==> config.mk <==
export PLATFORM = sky130hd
export DESIGN_NAME = spi_shift_engine
export DESIGN_NICKNAME = d
export VERILOG_FILES = /design/src/rtl/spi_shift_engine.sv
export SDC_FILE = /design/constraint.sdc
export NUM_CORES = 1
export LEC_CHECK = 0
export ABC_AREA = 1
export BUFFER_PORTS_ARGS = -buffer_cell sky130_fd_sc_hd__buf_2
export CORE_ASPECT_RATIO = 0.5
export CORE_UTILIZATION = 55
export DETAILED_ROUTE_END_ITERATION = 8
export HOLD_SLACK_MARGIN = 0.15
export PLACE_DENSITY_LB_ADDON = 0.08
export SYNTH_ARGS = -nofsm -noshare
export SYNTH_HDL_FRONTEND = slang
export SYNTH_SLANG_ARGS = --single-unit
==> constraint.sdc <==
create_clock -name sysclk -period 3.8 [get_ports sysclk]
set_clock_uncertainty 0.1 [all_clocks]
set_input_delay 0.19 -clock sysclk [delete_from_list [all_inputs] [get_ports sysclk]]
set_output_delay 0.19 -clock sysclk [all_outputs]
set_load 0.02 [all_outputs]
==> src/rtl/spi_shift_engine.sv <==
// spi_shift_engine: serial data engine for the SPI master.
// Consumes the clock generator's pos_edge/neg_edge strobes. It shifts a
// latched word out on mosi and samples the serial input on the mode-correct
// SCK edges. It counts edges to end the transfer. busy/last_clk feed back
// into the clock generator so SCK stops cleanly after the final bit.
// Optional build macro: SPI_LOOPBACK_EN. When it is defined, mosi is sampled
// instead of miso, which gives an internal loopback for self-test.
module spi_shift_engine #(
  parameter int C_LEN_WIDTH = 5,
  localparam int C_DW = 2 ** C_LEN_WIDTH
) (
  input  logic                   sysclk,
  input  logic                   rst_n,
  input  logic                   go,
  input  logic                   cpol,
  input  logic                   cpha,
  input  logic                   lsb_first,
  input  logic [C_LEN_WIDTH-1:0] char_len,
  input  logic [C_DW-1:0]        tx_data,
  input  logic                   pos_edge,
  input  logic                   neg_edge,
  input  logic                   miso,
  output logic                   mosi,
  output logic [C_DW-1:0]        rx_data,
  output logic                   busy,
  output logic                   last_clk,
  output logic                   done
);

  // len and the bit index need one extra bit so that C_DW itself fits.
  // The edge counter needs two extra bits so that 2*C_DW fits.
  typedef logic [C_LEN_WIDTH-1:0] pos_t;
  typedef logic [C_LEN_WIDTH:0]   len_t;
  typedef logic [C_LEN_WIDTH+1:0] cnt_t;

  localparam len_t LEN_ONE = len_t'(1);
  localparam len_t LEN_MAX = len_t'(C_DW);
  localparam cnt_t CNT_ONE = cnt_t'(1);

  typedef enum logic {IDLE, SHIFT} state_t;

  state_t          state;
  state_t          next_state;

  // Transfer configuration, captured at go
  len_t            len_r;
  logic [C_DW-1:0] tx_r;
  logic            lsb_r;
  logic            cpol_r;
  logic            cpha_r;

  // Shift progress
  cnt_t            edge_cnt;
  len_t            bit_k;
  logic            sampled;
  logic [C_DW-1:0] rx_shift;

  // Decoded strobes and helpers
  logic            in_shift;
  logic            any_edge;
  logic            leading;
  logic            trailing;
  logic            sample_edge;
  logic            drive_edge;
  logic            advance;
  logic            final_edge;
  logic            pen_edge;
  logic            sample_in;
  cnt_t            cnt_inc;
  cnt_t            edge_total;
  len_t            len_in;
  pos_t            first_pos;
  pos_t            cur_pos;
  pos_t            next_pos;
  logic [C_DW-1:0] rx_next;

  logic            busy_next;
  logic            done_next;
  logic            last_next;

  // Map transfer bit index k to a word position: k for LSB-first and
  // len-1-k for MSB-first. k < len always holds, so truncation is safe.
  function automatic pos_t bit_pos(input len_t k, input len_t n, input logic lsb);
    return pos_t'(lsb ? k : (n - k - LEN_ONE));
  endfunction

`ifdef SPI_LOOPBACK_EN
  // Loopback: the receive path sees our own transmit bit; the pin is ignored.
  logic unused_miso;
  assign unused_miso = miso;
  assign sample_in   = mosi;
`else
  assign sample_in   = miso;
`endif

  assign in_shift    = (state == SHIFT);
  assign any_edge    = pos_edge | neg_edge;
  assign leading     = cpol_r ? neg_edge : pos_edge;
  assign trailing    = cpol_r ? pos_edge : neg_edge;
  assign sample_edge = cpha_r ? trailing : leading;
  assign drive_edge  = cpha_r ? leading  : trailing;

  assign cnt_inc     = edge_cnt + CNT_ONE;
  assign edge_total  = {len_r, 1'b0};
  assign final_edge  = in_shift & any_edge & (cnt_inc == edge_total);
  assign pen_edge    = in_shift & any_edge & (cnt_inc == (edge_total - CNT_ONE));

  // The final edge never advances mosi, so it keeps its last driven bit in IDLE.
  assign advance     = in_shift & drive_edge & sampled & ~final_edge;

  assign len_in      = (char_len == '0) ? LEN_MAX : {1'b0, char_len};
  assign first_pos   = bit_pos('0, len_in, lsb_first);
  assign cur_pos     = bit_pos(bit_k, len_r, lsb_r);
  assign next_pos    = bit_pos(bit_k + LEN_ONE, len_r, lsb_r);

  // Merge this cycle's sample so that rx_data can take it on the final edge (cpha=1)
  always_comb begin
    rx_next = rx_shift;
    if (in_shift && sample_edge) begin
      rx_next[cur_pos] = sample_in;
    end
  end

  // FSM state register
  always_ff @(posedge sysclk) begin
    if (!rst_n) begin
      state <= IDLE;
    end else begin
      state <= next_state;
    end
  end

  // FSM next-state: go starts a transfer, the 2*len-th edge ends it
  always_comb begin
    next_state = state;
    case (state)
      IDLE:    if (go)         next_state = SHIFT;
      SHIFT:   if (final_edge) next_state = IDLE;
      default:                 next_state = IDLE;
    endcase
  end

  // FSM outputs: next values for the registered control outputs
  always_comb begin
    busy_next = (next_state == SHIFT);
    done_next = final_edge;
    last_next = last_clk;
    if (state == IDLE || final_edge) begin
      last_next = 1'b0;
    end else if (pen_edge) begin
      last_next = 1'b1;
    end
  end

  // Registered control outputs
  always_ff @(posedge sysclk) begin
    if (!rst_n) begin
      busy     <= 1'b0;
      done     <= 1'b0;
      last_clk <= 1'b0;
    end else begin
      busy     <= busy_next;
      done     <= done_next;
      last_clk <= last_next;
    end
  end

  // Capture the transfer configuration once per accepted go
  always_ff @(posedge sysclk) begin
    if (rst_n && state == IDLE && go) begin
      len_r  <= len_in;
      tx_r   <= tx_data;
      lsb_r  <= lsb_first;
      cpol_r <= cpol;
      cpha_r <= cpha;
    end
  end

  // Edge counter, bit index and sampled flag; IDLE ignores edges
  always_ff @(posedge sysclk) begin
    if (!rst_n) begin
      edge_cnt <= '0;
      bit_k    <= '0;
      sampled  <= 1'b0;
    end else if (state == IDLE) begin
      if (go) begin
        edge_cnt <= '0;
        bit_k    <= '0;
        sampled  <= 1'b0;
      end
    end else if (any_edge) begin
      edge_cnt <= cnt_inc;
      if (sample_edge) begin
        sampled <= 1'b1;
      end else if (advance) begin
        sampled <= 1'b0;
        bit_k   <= bit_k + LEN_ONE;
      end
    end
  end

  // Receive shift register, cleared at the start of each transfer
  always_ff @(posedge sysclk) begin
    if (rst_n && state == IDLE && go) begin
      rx_shift <= '0;
    end else if (in_shift) begin
      rx_shift <= rx_next;
    end
  end

  // mosi presents the current bit; rx_data updates only on the final edge
  always_ff @(posedge sysclk) begin
    if (!rst_n) begin
      mosi    <= 1'b0;
      rx_data <= '0;
    end else begin
      if (state == IDLE) begin
        if (go) begin
          mosi <= tx_data[first_pos];
        end
      end else if (advance) begin
        mosi <= tx_r[next_pos];
      end
      if (final_edge) begin
        rx_data <= rx_next;
      end
    end
  end

endmodule

## Word-level counts from Yosys, hierarchy flattened

Cells that the tools add are included.

- Word-level logic and storage cells: 89
- Register bits after elaboration: 123
- Input port bits: 46
- Output and inout bits: 36

- Bitwise logic cells: 10
- Eq/ne operators: 6
- Add/subtract/negate cells: 8
- Multiplexer cells: 35
- Reduce and logical (&&, ||, !) cells: 12
- $lt $le $gt $ge: 4

Operators with widths:

| cell | count |
|---|---|
| 6-bit two-way mux | 6 |
| 32-bit bitwise mux | 1 |
| 32-bit two-way mux | 1 |
| 7-bit two-way mux | 3 |
| 5-bit by 6-bit < comparator with 1-bit output (second input constant) | 3 |
| 1-bit two-way mux | 17 |
| 5-bit two-way mux | 3 |
| 5-bit by 1-bit subtractor with 5-bit output (second input constant) | 3 |
| 7-bit equality test | 2 |
| 1-bit binary-select mux with 5-bit select | 2 |
| 5-bit subtractor | 2 |
| 7-bit by 1-bit adder with 7-bit output (second input constant) | 1 |
| 7-bit by 1-bit subtractor with 7-bit output (second input constant) | 1 |
| 6-bit by 1-bit adder with 6-bit output (second input constant) | 1 |
| 1-bit bitwise AND | 6 |
| 1-bit demux with 5-bit select | 1 |
| 5-bit by 1-bit greater-or-equal comparator with 1-bit output (second input constant) | 1 |
| 5-bit logical NOT | 1 |
| 1-bit logical AND | 4 |
| 2-bit by 1-bit != test with 1-bit output (second input constant) | 2 |
| 2-bit AND reduction | 2 |
| 4-bit AND reduction | 1 |
| 3-bit by 1-bit != test with 1-bit output (second input constant) | 1 |
| 1-bit NOT | 3 |
| other kinds (7) | 7 |

## Logic depth before layout (Yosys ltp)

Gate-level depths: netlist of the first run.

- Depth after elaboration: 9
- Gate-level depth with buffers: 19

## Worst setup path after synthesis of the first run

OpenSTA, ideal clock, no wires.

- Path type: reg-to-reg
- Start: reg, netlist name busy
- End: reg cpha_r (enable)
- Clock period less this slack: 2.907 ns
- Cell stages (with the launch flop): 6
- Setup slack: 0.893 ns
- Arrival time: 2.386 ns
- Path buffers: 2
- Setup time: 0.421 ns
- Path through: dfxtp_1 buf_2 inv_1 nand2_1 nor2_1 clkbuf_1

RTL lines:

| what | RTL line | text |
|---|---|---|
| end signal: assignment | 175 | `cpha_r <= cpha;` |
| end: declaration | 50 | `logic cpha_r;` |

## Worst setup path in the final report of the first run

- Start: reg bit_k[0]
- End: reg rx_data[19]

- Word-level cells in the longest chain between the ends: 9

RTL lines:

| what | RTL line | text |
|---|---|---|
| start: declaration | 54 | `len_t bit_k;` |
| start signal: assignment | 197 | `bit_k <= bit_k + LEN_ONE;` |
| 5-bit subtractor | 84 | `return pos_t'(lsb ? k : (n - k - LEN_ONE));` |
| 5-bit by 1-bit subtractor with 5-bit output | 84 |  |
| 5-bit two-way mux * | 84 |  |
| 5-bit by 6-bit < comparator with 1-bit output (not written as such) or 5-bit by 1-bit greater-or-equal comparator with 1-bit output (tied branches) | 120 | `rx_next[cur_pos] = sample_in;` |
| 1-bit logical AND (not written as such) | 120 |  |
| 1-bit two-way mux (not written as such) | 120 |  |
| 1-bit demux with 5-bit select * | 120 |  |
| 32-bit bitwise mux * | 120 |  |
| 32-bit two-way mux * | 119 | `if (in_shift && sample_edge) begin` |
| end signal: assignment | 225 | `rx_data <= rx_next;` |
| end: declaration | 24 | `output logic [C_DW-1:0] rx_data,` |

Mark *: on every way between the ends. The rest lies on a longest branch, timed or not.
A chain may end at the register's enable or synchronous reset.

==> results of run 1 <==
## layout make-up
| cell class | instances | area (sq um) |
|---|---|---|
| multi-input combinational | 604 | 3045 |
| timing repair buffer | 128 | 860.8 |
| sequential | 122 | 2853 |
| clock inverter | 13 | 131.4 |
| inverter | 150 | 568.0 |
| clock buffer | 19 | 454.2 |
| tap | 165 | 206.4 |
| fill | 980 | 3757 |
## worst min-delay path, stage by stage
cell	delay [ns]
buf_2	0.10
buf_4	0.25
nand2_1	0.12
nor2_1	0.03
## worst min path at each step
stage	cells past startpoint	startpoint	slack, ns	end
finish	4	rst_n	0.23	bit_k[1]
global route	4	rst_n	0.27	bit_k[4]
CTS	4	rst_n	0.22	bit_k[1]
detailed placement	1	cpol	0.27	cpol_r
global placement	1	cpol	0.27	cpol_r
floorplan	0	cpha	0.19	cpha_r
## state kept, by name, indices dropped and copies added, names as in the netlist, 5 cells and up
| register | count |
|---|---|
| rx_shift | 32 |
| rx_data | 32 |
| bit_k | 5 |
| tx_r | 32 |
| len_r | 6 |
| edge_cnt | 7 |
## per-layer routing
metal,track usage (%),vias to the layer above
met1,37.43,2791
li1,-,3140
met4,6.731,0
met2,43.25,184
met5,0,-
met3,5.559,15
## cell families (layout without fill, tap and decap cells)
group                      count (synthesis)  after routing  synth area share (%)
AOI/OAI and AO/OA                         94             94                 7.587
xor gates and xnor gates                  11             11                 1.428
adders and majority gates                 14             14                 2.819
buffers and inverters                    195            310                 12.67
DFF                                      122            122                 42.29
and+or+nand+nor                          485            485                 33.20
## placed cells by master, fill, tap and decap left out, types with 2 or more instances in the layout
| master | n |
|---|---|
| clkinv_1 | 2 |
| inv_1 | 141 |
| a21oi_2 | 5 |
| dfxtp_1 | 81 |
| inv_2 | 6 |
| a21oi_1 | 46 |
| nand2_1 | 252 |
| dlygate4sd3_1 | 41 |
| nand3b_1 | 3 |
| nand4_1 | 32 |
| buf_4 | 6 |
| o21ai_0 | 6 |
| nor3_4 | 4 |
| clkinv_4 | 5 |
| nand2_2 | 4 |
| xor2_1 | 8 |
| buf_2 | 81 |
| edfxtp_1 | 41 |
| nand2_4 | 7 |
| o21ai_1 | 33 |
| nor2_2 | 5 |
| nor2_1 | 47 |
| inv_6 | 5 |
| nor2_4 | 5 |
| nor3_1 | 5 |
| clkbuf_16 | 18 |
| fa_1 | 2 |
| nand3_1 | 115 |
| nand3_2 | 2 |
| o21ai_2 | 3 |
| xnor2_1 | 3 |
| and3_1 | 2 |
| ha_1 | 12 |
## stage by stage
stage | instances | worst slack, ns | power [uW] | cell area, sq um | hold WS, ns
6_report | 1201 | 0.9765 | 3708 | 8119 | 0.2280
5_1_grt | 1201 | 0.7144 | 3875 | 8119 | 0.2671
4_1_cts | 1201 | 0.9609 | 3729 | 8119 | 0.2211
3_5_place_dp | 1128 | 1.014 | 2097 | 7123 | 0.2724
3_3_place_gp | 1128 | 1.043 | 2089 | 7123 | 0.2669
2_1_floorplan | 921 | 0.8926 | 1956 | 6745 | 0.1889
## where the power goes
group | internal (uW) | switching (uW) | total, uW
Combinational | 229 | 445 | 674
Clock | 955 | 641 | 1600
Sequential | 1410 | 32.1 | 1440
Total | 2590 | 1120 | 3710
## repair_timing
action | in CTS | in global routing
endpoints found under the hold margin | 42 | 0
buffers inserted | 0 | 0
hold buffers | 41 | 0
==> key figures, run 1 <==
Run status
  – Outcome: complete, no violations

Power and ir drop
  – Worst-case vdd ir drop: 0.3057 mV
  – Cell area power density: about 460 mW/mm^2
  – Pleak: 0.003874 uW

Placed design
  – Number of buffers added on ports: 81
  – Placed wire-length estimate: ~11 mm
  – GPL Wtd Cong: around 0.9

GRT
  – Initial antenna violation count: 0
  – Global-route wire length before repair: 26.79 mm
  – Grt total ovfl: 0
  – Largest net degree at the start of global routing: 74
  – Number of global-route vias before repair: 5648
  – GRT Overall Usage: 27.10%

Job
  – Max_cap viols: 0

Route
  – DR WL met2: slightly above 7 mm
  – Antenna viol nets, final: 0
  – Detail-routed net length per standard cell: 13.56 microns
  – Vias per inst: 5.104
  – Met1 Wirelength: roughly 8 mm
  – Total Wirelength: between 15 and 20 mm
  – DRC errors left: 0
  – Initial DRC count: 417
  – WL met3: around 970 microns
  – Max Used Layer: met4
  – DR pass1 iterations: 5
  – Via count: slightly above 6k

Synthesis
  – Syn_area_per_cell: 7.324 sq um
  – Asr flop ratio synth: 0%
  – Post-Syn Instances: 921
  – Post-Syn Nets: 981
  – Synth top cells by count: nand2_1 (252), inv_1 (141), nand3_1 (115)
  – Post-synth top area share: approximately a quarter
  – Yosys reg bits: 122
  – Count leader, synth: nand2_1
  – Main synth FF type: dfxtp_1
  – Post-synth EDFFs: 41
  – Area contributors post-synth: dfxtp_1 (24%), edfxtp_1 (18%), nand2_1 (14%)
  – Synth Warn #: 0
  – Sequential area share after synthesis: 42.29%
  – Cell taking the most area after synthesis: dfxtp_1
  – Post-Syn Area: 0.006745 sq mm
  – Yosys cell types: 35

Setup path
  – Worst Path Required: 3.99 ns
  – Cell mode on critical path: inv_1
  – Critical-path cell list: inv_1 > ha_1 > inv_1 > fa_1 > o21ai_4 > inv_2 > nor3_4 > nand4_1 > nand2_1 > a21oi_1
  – WP depth: 10
  – CP endpoint: rx_data[19]
  – Worst path slowest cell: nor3_4
  – CP Class: reg2reg
  – Worst R2R End: rx_data[19]
  – CP Launch Type: flip-flop
  – R2R depth: 10
  – Worst R2R Setup Slack: ~1 ns
  – Crit Path Max Fanout: 16
  – Critical path's top delay family: simple AND/OR/NAND/NOR gates
  – Crit. End Element: flip-flop
  – Critical path buffers and inverters: 3
  – Worst setup path startpoint: bit_k[0]
  – Critical R2R Launch: bit_k[0]
  – Crit-path max cell delay: roughly 0.57 ns
  – Worst EP arrival: 3.01 ns

Timing
  – Slew HR: 30.47%
  – Minimum clock period: 2.824 ns
  – Max Fclk: 354.2 MHz
  – Final setup violation count: 0
  – RSZ-0062 raised after global routing: no
  – Final TNS setup: 0 ns
  – Slew @ Worst Pin: 1.042 ns
  – Final hold violations: 0
  – Pins over their slew limit: 0
  – Final Cycle Share: 74.30%

Min path
  – Hold crit path type: in2reg

Clock network
  – Root Driver: clkbuf_16
  – CTS Buf Count: 17
  – CTS tree: yes
  – Clock transition at path regs: 0.06 ns
  – Total clock sinks: 122
  – CTS H-tree depth: 4
  – Worst-skew pair later-pin latency: 0.41 ns
  – Clk buf depth: 2
  – Post-cts sizing count: 0

Cells and area
  – Util after Layout: approximately two thirds
  – Syn-to-layout area delta: 20.37%
  – Share of cells above drive strength 1: 15.64%
  – Total Nets Final: 1083
  – Antenna diodes: 0

Die
  – IO Count: between 80 and 90
  – # rows: 28
  – Die height: 80.31 microns
  – Die X: 158.6 microns
  – Starting Density: 56.80%
  – Core area: about 0.012 sq mm
  – Die area: 0.01274 sq mm
Power figures use the tool's default switching activity.
==> inputs of run 2 (changes only) <==
- ABC_AREA: 1 -> 0
- clock period: 3.8 -> 2.7 ns (I/O delays scaled with it)
==> run 2 against run 1 <==
  * The flow now finishes with violations (negative setup slack)
  * Sequential power increased by 36%
  * Highest routed layer unchanged
  * Combinational power decreased by 21%
  * Critical path type unchanged
  * Critical endpoint is now rx_data[27]
  * Synthesized cell count decreased by 38%
  * Global-route usage increased by 1.2 points
==> key figures, run 2 <==
Timing
  – Final setup violation count: 1
  – Max Fclk: between 300 and 400 MHz
  – Slew HR: 52.34%
  – Final hold violations: 0
  – Pins over their slew limit: 0
  – Slew @ Worst Pin: 0.7149 ns
  – RSZ-0062 raised after global routing: yes
  – Final Cycle Share: 100.2%
  – Worst setup margin: -0.006229 ns
  – Minimum clock period: 2.706 ns

Synthesis
  – XOR/XNOR Fraction of Synth Area: between 4 and 5%
  – Area contributors post-synth: dfxtp_1 (28%), edfxtp_1 (21%), mux2i_1 (9.6%)
  – Largest family of logic cells by synthesized area: multiplexers
  – Multiplexer share of the synthesized area: between 10 and 15%
  – Cell taking the most area after synthesis: dfxtp_1
  – Count leader, synth: dfxtp_1
  – Post-Syn Instances: 570
  – Post-synth top area share: around 28%
  – Post-Syn Area: 0.005837 sq mm
  – Yosys cell types: 56
  – Sequential area share after synthesis: 48.87%
  – Post-synth EDFFs: 41
  – Yosys reg bits: approximately 120
  – Asr flop ratio synth: 0%
  – Post-Syn Nets: between 600 and 700
  – Synth Area in Compound Gates: approximately 11%
  – Synth Warn #: 0
  – Synth top cells by count: dfxtp_1 (81), nor2_1 (60), mux2i_1 (56)
  – Synthesized-area fraction occupied by adder cells: 3.258%
  – Main synth FF type: dfxtp_1
  – Synth Area in Simple Gates: between 10% and 20%
  – Syn_area_per_cell: 10.24 sq um

Setup path
  – Critical path buffers and inverters: 1
  – Worst path slowest cell: nor2_2
  – R2R depth: 9
  – Crit. End Element: flip-flop
  – Critical R2R Launch: len_r[0]
  – Worst R2R End: rx_data[27]
  – CP Class: reg2reg
  – Crit-path max cell delay: 0.46 ns
  – Critical path's top delay family: simple AND/OR/NAND/NOR gates
  – Worst Path Required: 2.89 ns
  – CP Launch Type: flip-flop
  – Critical-path cell list: ha_2 > buf_4 > a21o_1 > a2111oi_0 > nor3b_1 > nor2_2 > nand3_1 > mux2i_1 > a21oi_1
  – Worst R2R Setup Slack: -0.006 ns
  – Worst EP arrival: 2.90 ns
  – Crit Path Max Fanout: 8

Route
  – Vias per inst: ~5.7
  – Total Wirelength: 15.30 mm
  – Initial DRC count: 264
  – Detail-routed net length per standard cell: ~18 microns
  – DRC errors left: 0
  – Antenna viol nets, final: 0
  – Via count: roughly 5k
  – DR pass1 iterations: 5

Power and ir drop
  – Sw frac: 23.87%
  – Sequential Power Share: 41.5%
  – Clock share of power: around 47%
  – Pleak: ~0.0034 uW
  – Internal power: 3597 uW
  – Worst-case vdd ir drop: 0.3993 mV
  – Sw power: roughly 1100 uW
  – Combinational share of power: 11.3%
  – Cell area power density: 599.7 mW/mm^2

Clock network
  – Root Driver: clkbuf_16
  – Clock transition at path regs: 0.06 ns
  – Total clock sinks: 122
  – CTS H-tree depth: 4
  – CTS tree: yes
  – CTS Buf Count: 17
  – Worst-skew pair later-pin latency: 0.41 ns
  – Clk buf depth: 2

Die
  – Die area: between 0.01 and 0.015 sq mm
  – Die X: 147.7 microns
  – Starting Density: between 50 and 60%
  – # rows: 26
  – Core area: just over 0.01 sq mm
  – IO Count: 82
  – Die height: roughly 75 microns

Cells and area
  – Most common cell after layout, fill and taps aside: buf_2
  – Total Nets Final: 778
  – Fin cells: 870
  – Share of cells above drive strength 1: 30.82%
  – Fill cell count: 692
  – Antenna diodes: 0
  – Syn-to-layout area delta: 34.98%
  – Cell area after layout: 0.007879 sq mm
  – Most frequent cells in the layout: buf_2 (81), dfxtp_1 (79), nor2_1 (57)
  – Largest registers: rx_data: 32 flops, rx_shift: 32 flops, tx_r: 32 flops

GRT
  – GRT Overall Usage: 28.27%
  – Global-route wire length before repair: 23.59 mm
  – Grt total ovfl: 0
  – Number of global-route vias before repair: about 4.7k
  – Largest net degree at the start of global routing: between 40 and 50
  – Initial antenna violation count: 0

Placed design
  – Number of buffers added on ports: ~80
  – GPL Wtd Cong: 0.9146
  – Placed insts: 790
  – Placed wire-length estimate: 9.075 mm
  – DP Area: 0.006574 sq mm

Min path
  – Worst Hold Launch: miso
  – Hold Path Stages: 3
  – Hold crit path type: in2reg
  – Min-Delay Endpoint: rx_shift[0]

Run status
  – Failing checks: negative setup slack
  – Outcome: finished with violations

Job
  – Max_cap viols: 0
==> run 2: changes by cell type after synthesis, moves of 10 or more <==
cell and change:
buf_6 -11, inv_1 -122, mux2i_1 +56, mux4_2 +10, nand2_1 -230, nand3_1 -68, nand4_1 -32, nor2_1 +12
o21ai_0 +32, o21ai_1 -32, xnor2_1 +12
==> run 2: final cells by class <==
| class | count | area, sq um | area share (%) |
|---|---|---|---|
| tap | 140 | 175.2 | 2.223 |
| sequential | 122 | 2855 | 36.24 |
| timing repair buffer | 166 | 1226 | 15.56 |
| clock inverter | 10 | 115.1 | 1.461 |
| inverter | 19 | 71.32 | 0.9052 |
| multi-input combinational | 392 | 2975 | 37.76 |
| clock buffer | 21 | 460.4 | 5.844 |
==> run 2: tightest hold or removal path, stage by stage <==
cell,delay [ns]
buf_2,0.32
mux2i_1,0.27
nor2_1,0.05
==> run 2: power by group through the flow <==
stage	Clock [uW]	Combinational, uW	Sequential (uW)
after floorplan	0	274	2000
after global placement	0	422	2000
after detailed placement	0	430	2000
after CTS	2250	488	1960
after global routing	2330	574	1960
final	2230	533	1960
==> run 2: how the worst max path moves through the flow <==
stage                         from     endpoint  slack (ns)  depth (start not counted)
after floorplan           len_r[0]  rx_data[10]       0.001                         12
after global placement    len_r[0]         mosi       -0.06                         11
after detailed placement  len_r[0]         mosi        -0.1                         11
after CTS                 len_r[0]         mosi       -0.05                         11
after global routing      bit_k[0]  rx_data[27]       -0.12                         11
final                     len_r[0]  rx_data[27]      -0.006                          9
==> run 2: kinds of logic after synthesis <==
family / count (synthesis)
AOI/OAI and AO/OA: 114
xor gates and xnor gates: 25
adders and majority gates: 14
buffers and inverters: 56
DFF: 122
muxes: 72
and+or+nand+nor: 167
==> run 2: what timing repair did <==
action	4_1_cts	5_1_grt
pin swaps	0	25
hold buffers	44	0
endpoints found under the setup margin	32	65
buffers inserted	0	4
hold endpoints to repair	50	0
gates resized for setup	8	54
cloned	1	0
==> run 2: per-layer routing <==
layer	part of all wire, %	GRT usage, %	vias to the layer above	wire [microns]
li1	-	-	2350	-
met1	45	36.81	2372	6826
met2	47	46.65	172	7232
met3	6.1	6.909	28	927
met4	2.0	11.00	0	312
met5	0	0	-	0
==> run 2: metrics by stage <==
| step | total power [uW] | util [%] | hold WS, ns | setup TNS (ns) | worst slack (ns) |
|---|---|---|---|---|---|
| floorplan | 2271 | - | 0.1339 | 0 | 0.0009692 |
| global placement | 2418 | 64.15 | 0.2132 | -0.1102 | -0.06025 |
| detailed placement | 2428 | 64.15 | 0.2145 | -1.135 | -0.09596 |
| CTS | 4696 | 74.33 | 0.2555 | -0.1316 | -0.05232 |
| global route | 4872 | 76.89 | 0.3419 | -2.177 | -0.1167 |
| finish | 4725 | 76.89 | 0.3299 | -0.006229 | -0.006229 |
==> inputs of run 3 (changes only) <==
- CORE_UTILIZATION: 55 -> 57
==> run 3 against run 2 <==
  * The flow still finishes with violations (negative setup slack)
  * Final cell count rose by 0.69%
  * Sequential cell count is the same
  * Worst setup slack got worse by 0.091 ns
  * Design area rose by 4.0%
  * Die area down 3.4%
  * Hold slack lost 0.13 ns
  * Via count increased by 6.0%
  * Wire length is 13% higher
  * Critical path type unchanged
  * Highest routed layer unchanged
==> key figures, run 3 (synthesis results as in run 2) <==
Route
  – Total Wirelength: approximately 17 mm
  – DRC errors left: 0
  – Antenna viol nets, final: 0
  – Via count: 5219
  – DR pass1 iterations: 5
  – Initial DRC count: 372
  – Detail-routed net length per standard cell: 19.82 microns
  – Vias per inst: 5.958

Setup path
  – Crit. End Element: flip-flop
  – R2R depth: 12
  – Critical path buffers and inverters: 3
  – Critical-path cell list: buf_6 > ha_4 > inv_2 > fa_2 > nor2b_4 > o21a_1 > or4b_4 > nand3_2 > buf_12 > nand3_2 > mux2i_2 > a21oi_1
  – Worst setup path startpoint: len_r[0]
  – Worst R2R Setup Slack: -0.1 ns
  – Cell mode on critical path: nand3_2
  – CP Class: reg2reg
  – Worst Path Required: 2.89 ns
  – Worst path slowest cell: or4b_4
  – Critical R2R Launch: len_r[0]
  – Critical path's top delay family: simple AND/OR/NAND/NOR gates
  – CP Launch Type: flip-flop
  – Crit Path Max Fanout: 8
  – Worst EP arrival: between 2 and 3 ns
  – WP depth: 12
  – Crit-path max cell delay: 0.52 ns

Power and ir drop
  – Pleak: 0.003410 uW
  – Worst-case vdd ir drop: 0.4852 mV
  – Cell area power density: 594.2 mW/mm^2
  – Overall Power: approximately 4900 uW

Clock network
  – Clk buf depth: 2
  – CTS H-tree depth: 4
  – CTS Buf Count: 17
  – Clock transition at path regs: roughly 0.060 ns
  – Total clock sinks: 122
  – Worst-skew pair later-pin latency: ~0.41 ns
  – Root Driver: clkbuf_16
  – CTS tree: yes

Cells and area
  – Total Nets Final: 788
  – Largest registers: rx_data: 32 flops, rx_shift: 32 flops, tx_r: 32 flops
  – Area taken by multi-input logic gates: 0.003189 sq mm
  – Fin cells: between 800 and 900
  – Syn-to-layout area delta: 40.36%
  – Sequential cell area: 0.002858 sq mm
  – Cell area after layout: 0.008193 sq mm
  – Most frequent cells in the layout: buf_2 (81), dfxtp_1 (79), nor2_1 (58)
  – Fill cell count: 505
  – Most common cell after layout, fill and taps aside: buf_2
  – Antenna diodes: 0
  – Share of cells above drive strength 1: 35.76%

GRT
  – Global-route wire length before repair: between 20 and 30 mm
  – Largest net degree at the start of global routing: 41
  – GRT Max-Usage Layer: met2
  – M1 GR Usage: roughly two fifths
  – Met3 Use GR: ~8%
  – Grt met2 use: 54.75%
  – Grt total ovfl: 0
  – GRT Overall Usage: 32.61%
  – Number of global-route vias before repair: 5006
  – Initial antenna violation count: 0

Placed design
  – Number of buffers added on ports: 81
  – Placed insts: 793
  – Dpl ws: -0.07507 ns
  – GPL Wtd Cong: 0.8591
  – DP Area: 0.006640 sq mm
  – Placed wire-length estimate: 9.305 mm

Die
  – Die area: 0.01067 sq mm
  – Starting Density: 60.19%
  – IO Count: between 80 and 90
  – # rows: 25
  – Die height: 73.56 microns
  – Core area: 0.009697 sq mm
  – Die X: 145.1 microns

Min path
  – Hold crit path type: in2reg
  – Worst Hold Launch: neg_edge
  – Hold Path Stages: 5

Timing
  – Max Fclk: 357.5 MHz
  – Minimum clock period: ~2.8 ns
  – Pins over their slew limit: 0
  – Hold slack: around 0.2 ns
  – Slew @ Worst Pin: 0.8716 ns
  – Final hold violations: 0
  – Slew HR: a little over two fifths
  – Worst setup margin: -0.09709 ns
  – RSZ-0062 raised after global routing: yes
  – Final setup violation count: 52
  – Final Cycle Share: 103.6%

Run status
  – Outcome: finished with violations
  – Failing checks: negative setup slack

Job
  – Max_cap viols: 0
[run 3: power breakdown]
part	internal, uW	total [uW]	switching, uW
Combinational	272	592	320
Sequential	1940	1960	22.4
Clock	1440	2310	871
[run 3: path summary, 6_finish.rpt]
check | to
worst max-delay path | rx_data[23]
worst min-delay path | edge_cnt[1]
worst max register to register | rx_data[23]
worst min register to register | last_clk
[run 3: layout make-up]
class / count / area share, %
sequential: 122 / 34.88
inverter: 19 / 0.8705
tap: 135 / 2.062
multi-input combinational: 393 / 38.93
timing repair buffer: 175 / 15.94
clock inverter: 13 / 1.649
clock buffer: 19 / 5.666
[run 3: routing by layer]
layer	share of wire [%]	up-vias
li1	-	2369
met1	41	2473
met2	48	322
met3	8.2	55
met4	2.7	0
met5	0	-
[run 3: what timing repair did]
item / 4_1_cts / 5_1_grt
endpoints found under the setup margin: 16 / 65
hold buffers: 42 / 0
gates cloned: 1 / 1
resized for setup: 38 / 64
pin swaps: 18 / 32
endpoints found under the hold margin: 50 / 0
buffers inserted: 3 / 5
[run 3: worst register-to-register path, cell delays in order (launching register included)]
cell,delay (ns)
edfxtp_1,0.43
buf_6,0.15
ha_4,0.15
inv_2,0.05
fa_2,0.22
nor2b_4,0.05
o21a_1,0.20
or4b_4,0.52
nand3_2,0.17
buf_12,0.18
nand3_2,0.11
mux2i_2,0.24
a21oi_1,0.09
[run 3: through the flow]
step                setup TNS (ns)  utilization [%]
floorplan                        0                -
global placement         -0.008127            68.48
detailed placement        -0.09499            68.48
CTS                        -0.2274            80.98
global route                -7.281            84.49
finish                      -2.353            84.49
